$ cat src/rtl/irq_ctrl_pkg.sv
// Shared types and register map for the interrupt controller.
package irq_ctrl_pkg;

  typedef enum logic [1:0] {
    IDLE    = 2'd0,
    REQUEST = 2'd1,
    SERVICE = 2'd2
  } irq_state_e;

  localparam logic [1:0] ADDR_PENDING = 2'd0;
  localparam logic [1:0] ADDR_ENABLE  = 2'd1;
  localparam logic [1:0] ADDR_ACTIVE  = 2'd2;
  localparam logic [1:0] ADDR_CTRL    = 2'd3;

  localparam int ACTIVE_VALID_BIT = 31;

endpackage

$ cat src/rtl/irq_priority_encoder.sv
// Fixed-priority encoder: lowest set index wins; any_o flags a non-empty vector.
module irq_priority_encoder
  import irq_ctrl_pkg::*;
#(
  parameter int NUM_SOURCES = 8,
  parameter int ID_WIDTH    = 3
) (
  input  logic [NUM_SOURCES-1:0] req_i,
  output logic                   any_o,
  output logic [ID_WIDTH-1:0]    idx_o
);

  always_comb begin
    any_o = |req_i;
    idx_o = '0;
    // Scan downwards so the last hit, the lowest index, is the one kept.
    for (int i = NUM_SOURCES - 1; i >= 0; i--) begin
      if (req_i[i]) idx_o = ID_WIDTH'(i);
    end
  end

endmodule

$ cat src/rtl/irq_controller.sv
// Interrupt controller with pending/enable registers, fixed priority and ack/EOI handshake.
// Define IRQ_CTRL_EDGE_DETECT_EN for rising-edge capture; default build is level-sensitive.
module irq_controller
  import irq_ctrl_pkg::*;
#(
  parameter int NUM_SOURCES = 8,
  parameter int ID_WIDTH    = 3
) (
  input  logic                   clk,
  input  logic                   reset,
  input  logic                   chipSelect,
  input  logic                   write,
  input  logic [1:0]             address,
  input  logic [31:0]            dataIn,
  output logic [31:0]            dataOut,
  input  logic [NUM_SOURCES-1:0] irqSources,
  output logic                   irqOut,
  output logic [ID_WIDTH-1:0]    irqId,
  input  logic                   irqAck,
  output irq_state_e             dbg_state_o
);

  // Handshake: irqOut stays high for every cycle in REQUEST; a single-cycle irqAck
  // sampled while irqOut is high accepts irqId. Ack at any other time is ignored.

  irq_state_e             state_q, state_d;
  logic [NUM_SOURCES-1:0] pending_q, pending_d;
  logic [NUM_SOURCES-1:0] enable_q, enable_d;
  logic                   global_en_q, global_en_d;
  logic [ID_WIDTH-1:0]    irq_id_q, irq_id_d;

  logic [NUM_SOURCES-1:0] set_vec, clr_vec;
  logic                   win_any;
  logic [ID_WIDTH-1:0]    win_id;
  logic                   bus_wr, eoi_hit;
  logic                   unused_data;

  assign bus_wr      = chipSelect & write;
  // Data bits above the implemented sources have no storage behind them.
  assign unused_data = ^dataIn;

`ifdef IRQ_CTRL_EDGE_DETECT_EN
  logic [NUM_SOURCES-1:0] src_prev_q;

  always_ff @(posedge clk or posedge reset) begin
    if (reset) src_prev_q <= '0;
    else       src_prev_q <= irqSources;
  end

  assign set_vec = irqSources & ~src_prev_q;
`else
  assign set_vec = irqSources;
`endif

  always_comb begin
    clr_vec = '0;
    if (bus_wr && address == ADDR_PENDING) clr_vec = dataIn[NUM_SOURCES-1:0];
    if (state_q == REQUEST && irqAck) clr_vec[irq_id_q] = 1'b1;
    // A set in the same cycle as a clear wins.
    pending_d = (pending_q & ~clr_vec) | set_vec;

    enable_d = enable_q;
    if (bus_wr && address == ADDR_ENABLE) enable_d = dataIn[NUM_SOURCES-1:0];

    global_en_d = global_en_q;
    if (bus_wr && address == ADDR_CTRL) global_en_d = dataIn[0];
  end

  irq_priority_encoder #(
    .NUM_SOURCES(NUM_SOURCES),
    .ID_WIDTH   (ID_WIDTH)
  ) u_prio (
    .req_i(pending_q & enable_q),
    .any_o(win_any),
    .idx_o(win_id)
  );

  assign eoi_hit = bus_wr && address == ADDR_ACTIVE && dataIn[ID_WIDTH-1:0] == irq_id_q;

  always_comb begin
    state_d  = state_q;
    irq_id_d = irq_id_q;
    irqOut   = 1'b0;
    unique case (state_q)
      IDLE: begin
        if (global_en_q && win_any) begin
          irq_id_d = win_id;
          state_d  = REQUEST;
        end
      end
      REQUEST: begin
        irqOut = 1'b1;
        // Withdraw on the same edge that removes the request, unless it was just accepted.
        if (irqAck) state_d = SERVICE;
        else if (!(pending_d[irq_id_q] && enable_d[irq_id_q] && global_en_d)) state_d = IDLE;
      end
      SERVICE: begin
        if (eoi_hit) state_d = IDLE;
      end
      default: state_d = IDLE;
    endcase
  end

  always_ff @(posedge clk or posedge reset) begin
    if (reset) begin
      state_q     <= IDLE;
      pending_q   <= '0;
      enable_q    <= '0;
      global_en_q <= 1'b0;
      irq_id_q    <= '0;
    end else begin
      state_q     <= state_d;
      pending_q   <= pending_d;
      enable_q    <= enable_d;
      global_en_q <= global_en_d;
      irq_id_q    <= irq_id_d;
    end
  end

  always_comb begin
    dataOut = '0;
    if (chipSelect) begin
      unique case (address)
        ADDR_PENDING: dataOut = 32'(pending_q);
        ADDR_ENABLE:  dataOut = 32'(enable_q);
        ADDR_ACTIVE: begin
          if (state_q == SERVICE) begin
            dataOut[ID_WIDTH-1:0]     = irq_id_q;
            dataOut[ACTIVE_VALID_BIT] = 1'b1;
          end
        end
        default:      dataOut[0] = global_en_q;
      endcase
    end
  end

  assign irqId       = irq_id_q;
  assign dbg_state_o = state_q;

endmodule

$ cat config.mk
export PLATFORM = sky130hd
export DESIGN_NAME = irq_controller
export DESIGN_NICKNAME = d
export VERILOG_FILES = /design/src/rtl/irq_ctrl_pkg.sv /design/src/rtl/irq_priority_encoder.sv /design/src/rtl/irq_controller.sv
export SDC_FILE = /design/constraint.sdc
export NUM_CORES = 1
export LEC_CHECK = 0
export ABC_AREA = 1
export BUFFER_PORTS_ARGS = -buffer_cell sky130_fd_sc_hd__buf_2
export CAP_MARGIN = 20
export CORE_ASPECT_RATIO = 1.1
export CORE_UTILIZATION = 30
export CTS_CLUSTER_SIZE = 28
export DETAILED_ROUTE_END_ITERATION = 12
export PLACE_DENSITY = 0.63
export SYNTH_ARGS = -nofsm -noshare
export SYNTH_HDL_FRONTEND = slang
export SYNTH_SLANG_ARGS = --single-unit
$ cat constraint.sdc
create_clock -name clk -period 2.63 [get_ports clk]
set_input_delay 0.526 -clock clk [delete_from_list [all_inputs] [get_ports clk]]
set_output_delay 0.526 -clock clk [all_outputs]
set_load 0.03 [all_outputs]
==> out/metrics.yaml, run 1 <==
cells_and_area:
  fin_nets: 339
  n_fill_cell: 592
  drive_gt1_share_pct: 19.0
  syn_to_final_growth_pct: 13.7
  final_common_cell: "nand2_1"
  layout_common_cells: "80 x nand2_1, 37 x buf_2, 35 x inv_1"
  final_area_um2: 1880
  seq_area_um2: 551
  diodes: 0
  multi_input_area_um2: 851
setup_path:
  cp_common_cell: "buf_2"
  arrival_ns: 1.61
  crit_fanout: 10
  critPathKind: "in2out"
  slowest_delay_ns: 0.39
  cp.required_ns: 2.10
  path_buf_inv: 2
  path_cells: "buf_2 > nor2_2 > a221oi_1 > nor2_1 > buf_2"
  cp-end-kind: "primary output"
  cp_top_family: "simple AND/OR/NAND/NOR gates"
  reg2regPathDepth: 10
  cp-start-kind: "input pin"
  worst-path-stages: 5
  cpMaxStageDelayCell: "nor2_2"
floorplanning:
  row_count: 27
  io_pins: 85
  die_h_um: 79.8
  die_w_um: 72.7
  dieArea_um2: 5800
  initial_core_util_pct: 32.1
  core_area_um2: 5130
global_route:
  grt_pass1_vias: 1510
  antenna_found_initial: 0
  grtUsageTotal_pct: 16.2
  grt.overflow.total: 0
  grt_pass1_wl_um: 7080
  grt_max_degree: 23
synth:
  ys_types: 25
  synth_seq_cells: 22
  yosys_warnings: 0
  async_reset_ff_share_pct: 100
  synth_edf_count: 0
  netlist_area_um2: 1650
  synth_flop_cell: "dfrtp_1"
  ys_seq_area_share_pct: 33.4
  synth.avg_cell_area_um2: 6.57
  syn_inst: 251
placed_design:
  numPortBuffers: 37
  gp_congestion: 0.835
  dpl_worst_slack_ns: 0.505
  dp_hpwl_um: 3290
  dpl_cell_area_um2: 1830
clocking:
  ctsResizeCount: 0
  post_cts_buffers: 0
  h-tree-depth: 1
  root_buffer: "clkbuf_8"
  clkLatencyLatePin_ns: 0.26
  cts_buffers: 3
  ctsHoldBuffers: 0
  clk_pin_slew_worst_paths_ns: 0.08
  cts_sinks: 22
  cts_buffer_depth: 2
  cts_tree: "yes"
timing:
  hold_viol_final: 0
  fin_setup_tns_ns: 0
  slew_headroom_pct: 43.8
  worst_slew_pin_slew_ns: 0.842
  min_period_ns: 2.13
  max_freq_mhz: 469
  fin_ws_ns: 0.498
  setup_viol: 0
  finalMaxSlewViolations: 0
  rsz0062_at_grt: "no"
  fin_skew_ns: 0.00112
  period_share_pct: 81.0
pwr:
  p_per_area_nw_per_um2: 710
  seq_power_share_pct: 35.2
  combinationalPowerShare_pct: 48.6
  p_clk_share_pct: 16.2
  p_switching_w: 0.000635
  swShare_pct: 47.7
  p_int_w: 0.000697
  worst_ir_drop_vdd_mv: 0.213
  p_leak_nw: 1.05
route:
  post-route-drc-count: 0
  viasPerCell: 4.38
  drt-wirelength-per-cell_um: 12.1
  dr_total_vias: 1586
  drt_first_pass_iters: 4
  wl_um: 4390
  detail-route-antenna-nets: 0
  drtIter0Drc: 69
hold_path:
  hp-class: "in2async"
run:
  drv_cap: 0
run_status:
  status: "finished, final reports clean"
## cell usage after synthesis (2+ instances only)
| cell type | count | area share, % |
|---|---|---|
| nand2_1 | 80 | 18 |
| inv_1 | 35 | 8.0 |
| buf_4 | 24 | 11 |
| nand3_1 | 24 | 7.3 |
| dfrtp_1 | 22 | 33 |
| nor2_1 | 22 | 5.0 |
| o21ai_0 | 8 | 2.4 |
| a21oi_1 | 6 | 1.8 |
| nor2_2 | 4 | 1.5 |
| nand2_2 | 3 | 1.1 |
| o21ai_1 | 3 | 0.91 |
| xor2_1 | 3 | 1.6 |
| a221oi_1 | 2 | 1.1 |
| a31oi_1 | 2 | 0.76 |
| nand2_4 | 2 | 1.4 |
| nor3_1 | 2 | 0.61 |
## kinds of logic (layout without fill, tap and decap cells)
group,count (synthesis),count (layout),synth area share [%]
compound gates,23,23,8.19
xor+xnor,3,3,1.59
buf+inv,62,79,20.0
flops,22,22,33.4
other cells,1,23,0.227
simple gates,140,140,36.6
## per-stage QoR
stage	utilization [%]	instances	hold slack (ns)	total power (W)
floorplan	-	273	0.490	0.000960
global placement	35.7	359	0.517	0.00111
detailed placement	35.7	359	0.515	0.00112
CTS	36.5	362	0.463	0.00134
global route	36.5	362	0.475	0.00144
finish	36.5	362	0.415	0.00133
## power groups by stage
stage	logic, W	registers (W)	clock network, W
final	0.000648	0.000469	0.000215
after global routing	0.000731	0.000479	0.000230
after CTS	0.000648	0.000468	0.000220
after detailed placement	0.000645	0.000475	0
after global placement	0.000639	0.000474	0
after floorplan	0.000439	0.000522	0
## cell type report
cell class	count	area share (%)
flip-flops and latches	22	29.4
clock buffers	3	2.20
multi-input cells	189	45.4
inverters	36	7.20
well taps	72	4.80
repair buffers	40	11.1
## registers in the layout, summed over array words and instances (netlist names)
name and count:
enable_q 8, dbg_state_o 2, pending_q 8, global_en_q 1
irqId 3
## layer usage
metal  track usage [%]  vias up  routed length (um)
met5                 0        -                   0
met2              24.4       76                1950
met4              7.06        0                  91
met1              22.7      689                1950
met3              2.78        7                 403
li1                  -      814                   -
## path summary, 6_finish.rpt
kind | startpoint | to | slack, ns
min | reset | pending_q[5] | 0.42
min in group clk | irqSources[4] | pending_q[4] | 0.46
max in group asynchronous | reset | enable_q[4] | 1.69
min reg2reg | enable_q[6] | enable_q[6] | 0.53
max | address[0] | dataOut[2] | 0.50
max reg2reg | dbg_state_o[1] | dbg_state_o[0] | 0.98
Note: power is estimated with default switching activity, not from simulation.
==> inputs of run 2 (changes only) <==
--- a/config.mk
+++ b/config.mk
@@ -12,7 +12,7 @@
 export CORE_UTILIZATION = 30
 export CTS_CLUSTER_SIZE = 28
 export DETAILED_ROUTE_END_ITERATION = 12
-export PLACE_DENSITY = 0.63
+export PLACE_DENSITY = 0.65
 export SYNTH_ARGS = -nofsm -noshare
 export SYNTH_HDL_FRONTEND = slang
 export SYNTH_SLANG_ARGS = --single-unit
==> constraint.sdc (replaced) <==
create_clock -name clk -period 1.91 [get_ports clk]
set_input_delay 0.382 -clock clk [delete_from_list [all_inputs] [get_ports clk]]
set_output_delay 0.382 -clock clk [all_outputs]
set_load 0.03 [all_outputs]
==> run 2 against run 1 <==
- combinational power increased by 49%
- clock skew rose by 0.0020 ns
- global-route usage fell by 0.48 points
==> out/metrics.yaml, run 2 (synthesis gave the netlist of run 1 again) <==
setup_path:
  crit_fanout: 4  # was 10
  critPathKind: "reg2out"  # was in2out
  cp.required_ns: 1.53  # was 2.10 ns
  rrSetupSlack_ns: 0.11  # was 0.98 ns
  arrival_ns: 1.47  # was 1.61 ns
  cp-end-kind: "primary output"  # unchanged
  cp-start-kind: "register"  # was input pin
timing:
  setup_viol: 0  # unchanged
  hold_ws_ns: 0.141  # was 0.415 ns
  hold_viol_final: 0  # unchanged
  fin_skew_ns: 0.00313  # was 0.00112 ns
  fin_ws_ns: 0.0597  # was 0.498 ns
  finalMaxSlewViolations: 0  # unchanged
  period_share_pct: 96.9
  max_freq_mhz: 540
  min_period_ns: 1.85
pwr:
  power_w: 0.00196  # was 0.00133 W
  worst_ir_drop_vdd_mv: 0.621  # was 0.213 mV
  p_per_area_nw_per_um2: 992  # was 710 nW/um2
  p_leak_nw: 1.11  # was 1.05 nW
clocking:
  ctsHoldBuffers: 0  # unchanged
  clkLatencyLatePin_ns: 0.26  # about the same
  cts_buffers: 3  # unchanged
  cts_tree: "yes"  # unchanged
  clk_pin_slew_worst_paths_ns: 0.09  # was 0.08 ns
  cts_buffer_depth: 2  # unchanged
  h-tree-depth: 1  # unchanged
  root_buffer: "clkbuf_8"  # unchanged
  cts_sinks: 22  # unchanged
cells_and_area:
  diodes: 0  # unchanged
  fin_nets: 349  # was 339
  n_fill_cell: 569  # was 592
  final_area_um2: 1970  # was 1880 um2
  final_common_cell: "nand2_1"  # unchanged
  finish.utilization_pct: 38.5  # was 36.5%
  layout_common_cells: "79 x nand2_1, 36 x buf_2, 35 x inv_1"  # was 80 x nand2_1, 37 x buf_2, 35 x inv_1
  drive_gt1_share_pct: 22.9  # was 19.0%
  syn_to_final_growth_pct: 19.7  # was 13.7%
hold_path:
  hp-class: "in2async"  # unchanged
route:
  detail-route-antenna-nets: 0  # unchanged
  dr_total_vias: 1635  # was 1586
  drtIter0Drc: 97  # was 69
  wl_um: 4430  # was 4390 um
  viasPerCell: 4.38  # about the same
  drt_first_pass_iters: 4  # unchanged
  post-route-drc-count: 0  # unchanged
  drt-wirelength-per-cell_um: 11.9  # was 12.1 um
global_route:
  grt_pass1_vias: 1536  # was 1510
  grt.overflow.total: 0  # unchanged
  grtUsageTotal_pct: 15.8  # was 16.2%
  grt_max_degree: 23  # unchanged
  antenna_found_initial: 0  # unchanged
  grt_pass1_wl_um: 7060  # was 7080 um
placed_design:
  dp_hpwl_um: 3450  # was 3290 um
  numPortBuffers: 37  # unchanged
  dpl_cell_area_um2: 1890  # was 1830 um2
  dpl_worst_slack_ns: 0.164  # was 0.505 ns
  gp_congestion: 0.878  # was 0.835
floorplanning:
  initial_core_util_pct: 32.1  # unchanged
  die_h_um: 79.8  # unchanged
  io_pins: 85  # unchanged
  die_w_um: 72.7  # unchanged
  row_count: 27  # unchanged
  dieArea_um2: 5800  # unchanged
  core_area_um2: 5130  # unchanged
run:
  drv_cap: 0  # unchanged
run_status:
  status: "finished, final reports clean"  # unchanged
[run 2: path summary, 6_finish.rpt]
path | startpoint | end | cells past startpoint
min reg2reg | enable_q[1] | enable_q[1] | 2
max reg2reg | dbg_state_o[0] | dbg_state_o[0] | 10
max | dbg_state_o[1] | dataOut[2] | 7
min | reset | pending_q[6] | 3
min in group clk | irqSources[2] | pending_q[2] | 3
max in group asynchronous | reset | enable_q[0] | 3
[run 2: report_power, final]
part	leakage (nW)	switching (W)	internal, W
registers	0.239	0.0000913	0.000557
logic	0.845	0.000648	0.000315
clock network	0.0288	0.000163	0.000184
[run 2: timing repair]
item                       CTS  global route
hold endpoints to repair     0             0
gates resized for setup      0             5
setup buffers                0             3
setup endpoints to repair    0             3
[run 2: critical path, cell delays in order, from the launching register on]
cell and delay (ns):
dfrtp_1 0.39, inv_1 0.09, nor2_2 0.06, nand2_2 0.10, nor2_1 0.05, a221oi_1 0.25
nor2_1 0.08, buf_2 0.19
[run 2: final cells by class]
class | instances | area, um2 | share of cell area, %
Inverter | 36 | 135 | 6.84
Multi-Input combinational cell | 189 | 858 | 43.5
Sequential cell | 22 | 551 | 27.9
Timing Repair Buffer | 50 | 285 | 14.4
Tap cell | 72 | 90.1 | 4.56
Clock buffer | 4 | 55.1 | 2.79
[run 2: through the flow]
stage	cells	setup TNS [ns]
global placement	366	0
floorplan	273	0
finish	373	0
detailed placement	366	0
global route	373	-0.0547
CTS	370	0
[run 2: per-layer routing]
metal,global-route usage (%),wire length (um)
met2,25.3,2070
met3,1.64,278
met5,0,0
met4,4.31,36
met1,22.3,2040
==> inputs of run 3 (changes only) <==
--- a/config.mk
+++ b/config.mk
@@ -9,6 +9,7 @@
 export BUFFER_PORTS_ARGS = -buffer_cell sky130_fd_sc_hd__buf_2
 export CAP_MARGIN = 20
 export CORE_ASPECT_RATIO = 1.1
+export CORE_MARGIN = 2
 export CORE_UTILIZATION = 30
 export CTS_CLUSTER_SIZE = 28
 export DETAILED_ROUTE_END_ITERATION = 12
==> constraint.sdc (replaced) <==
create_clock -name clk -period 1.7 [get_ports clk]
set_input_delay 0.34 -clock clk [delete_from_list [all_inputs] [get_ports clk]]
set_output_delay 0.34 -clock clk [all_outputs]
set_load 0.03 [all_outputs]
==> run 3 against run 2 <==
- hold slack lost 0.038 ns
- clock power shrank 5%
- the flow now finishes with violations (negative setup slack)
- critical endpoint is now dataOut[0]
- sequential share of layout area shrank 1.4 points
- flip-flop and latch count is the same
==> out/metrics.yaml, run 3 (synthesis gave the netlist of run 1 again) <==
hold_path:
  hp-class: "in2async"  # unchanged
clocking:
  h-tree-depth: 1  # unchanged
  ctsHoldBuffers: 0  # unchanged
  cts_buffer_depth: 2  # unchanged
  cts_sinks: 22  # unchanged
  clk_pin_slew_worst_paths_ns: 0.08  # was 0.09 ns
  root_buffer: "clkbuf_8"  # unchanged
  cts_buffers: 3  # unchanged
  cts_tree: "yes"  # unchanged
  clkLatencyLatePin_ns: 0.26  # about the same
cells_and_area:
  diodes: 0  # unchanged
  final_common_cell: "nand2_1"  # unchanged
  fin_nets: 353  # was 349
  drive_gt1_share_pct: 27.3  # was 22.9%
  finish.utilization_pct: 38.8  # was 38.5%
  syn_to_final_growth_pct: 26.3  # was 19.7%
  layout_common_cells: "79 x nand2_1, 34 x inv_1, 33 x buf_2"  # was 79 x nand2_1, 36 x buf_2, 35 x inv_1
  instances_no_fill: 379  # was 373
timing:
  hold_viol_final: 0  # unchanged
  rsz0062_at_grt: "yes"
  min_period_ns: 1.71
  max_freq_mhz: 585
  period_share_pct: 101
  finalMaxSlewViolations: 0  # unchanged
  setup_viol: 1  # was 0
  fin_skew_ns: 0.00117  # was 0.00313 ns
  fin_ws_ns: -0.00932  # was 0.0597 ns
setup_path:
  critPathKind: "reg2out"  # unchanged
  cp-start-kind: "register"  # unchanged
  arrival_ns: 1.37  # was 1.47 ns
  cp-end-kind: "primary output"  # unchanged
  cp.required_ns: 1.36  # was 1.53 ns
  rrSetupSlack_ns: 0.13  # was 0.11 ns
  crit_fanout: 4  # unchanged
global_route:
  grt_max_degree: 23  # unchanged
  grt_pass1_vias: 1585  # was 1536
  use_met3_pct: 2.09  # was 1.64%
  met2_usage_pct: 29.2  # was 25.3%
  grtUsageTotal_pct: 15.5  # was 15.8%
  antenna_found_initial: 0  # unchanged
  grt.overflow.total: 0  # unchanged
  use_met1_pct: 18.4  # was 22.3%
  grt-busiest-layer: "met2"  # unchanged
  grt_pass1_wl_um: 7210  # was 7060 um
floorplanning:
  io_pins: 85  # unchanged
  core_area_um2: 5360  # was 5130 um2
  die_h_um: 81.8  # was 79.8 um
  die_w_um: 74.7  # was 72.7 um
  dieArea_um2: 6110  # was 5800 um2
  initial_core_util_pct: 30.8  # was 32.1%
  row_count: 28  # was 27
route:
  drt-wirelength-per-cell_um: 11.9  # about the same
  dr_total_vias: 1665  # was 1635
  post-route-drc-count: 0  # unchanged
  wl_um: 4520  # was 4430 um
  detail-route-antenna-nets: 0  # unchanged
  drt_first_pass_iters: 4  # unchanged
  viasPerCell: 4.39  # was 4.38
  drtIter0Drc: 86  # was 97
run:
  drv_cap: 0  # unchanged
placed_design:
  gp_congestion: 0.880  # was 0.878
  numPortBuffers: 37  # unchanged
  dp.cells: 370  # was 366
  dp_hpwl_um: 3500  # was 3450 um
pwr:
  worst_ir_drop_vdd_mv: 0.373  # was 0.621 mV
  p_leak_nw: 1.14  # was 1.11 nW
  p_per_area_nw_per_um2: 1070  # was 992 nW/um2
run_status:
  violations: "negative setup slack"
  status: "finished, violations left"  # was finished, final reports clean
## run 3: cell types whose count changed in the layout (fill, tap and decap cells not counted), sizes merged
cell and delta:
clkbuf -1, buf +4
## run 3: cell type report
type / count / area [um2]
well taps: 75 / 93.8
clock buffers: 3 / 41.3
fillers: 611 / 3280
repair buffers: 54 / 347
inverters: 36 / 138
multi-input cells: 189 / 911
flip-flops and latches: 22 / 552
## run 3: stage by stage
stage / power, W / TNS, ns / hold slack [ns] / worst slack [ns] / instance area [um2]
2_1_floorplan: 0.00149 / 0 / 0.329 / 0.0293 / 1740
3_3_place_gp: 0.00177 / 0 / 0.397 / 0.00348 / 1920
3_5_place_dp: 0.00178 / 0 / 0.399 / 0.00525 / 1920
4_1_cts: 0.00218 / -0.0465 / 0.111 / -0.0388 / 2030
5_1_grt: 0.00238 / -0.201 / 0.130 / -0.0764 / 2080
6_report: 0.00222 / -0.00932 / 0.103 / -0.00932 / 2080
## run 3: path summary, 6_finish.rpt
check                                  to  cells after the start            from
min reg2reg                   enable_q[6]                      2     enable_q[6]
max                            dataOut[0]                      7  dbg_state_o[1]
min in group clk             pending_q[1]                      3   irqSources[1]
max in group asynchronous        irqId[1]                      3           reset
max reg2reg                dbg_state_o[0]                     11  dbg_state_o[0]
min                           global_en_q                      3           reset
## run 3: routing by layer
metal	share of wire, %	routed length, um	up-vias
met3	4.5	204	4
met4	0.69	31	0
li1	-	-	839
met2	53	2410	38
met5	0	0	-
met1	42	1880	784
## run 3: repair_timing
action	in CTS	in global routing
resized for setup	12	10
endpoints found under the hold margin	0	0
pin swaps	1	2
setup buffers	3	3
endpoints found under the setup margin	4	7
## run 3: worst max-delay path, stage by stage (launching register included)
cell     delay, ns
dfrtp_1       0.37
inv_2         0.06
nor2_4        0.13
nand2_4       0.08
nor2_2        0.11
a21oi_2       0.05
a31oi_2       0.14
buf_6         0.15
## run 3: power by group
group	internal (W)	total (W)	switching, W
clock network	0.000158	0.000328	0.000170
registers	0.000629	0.000731	0.000102
logic	0.000399	0.00116	0.000764
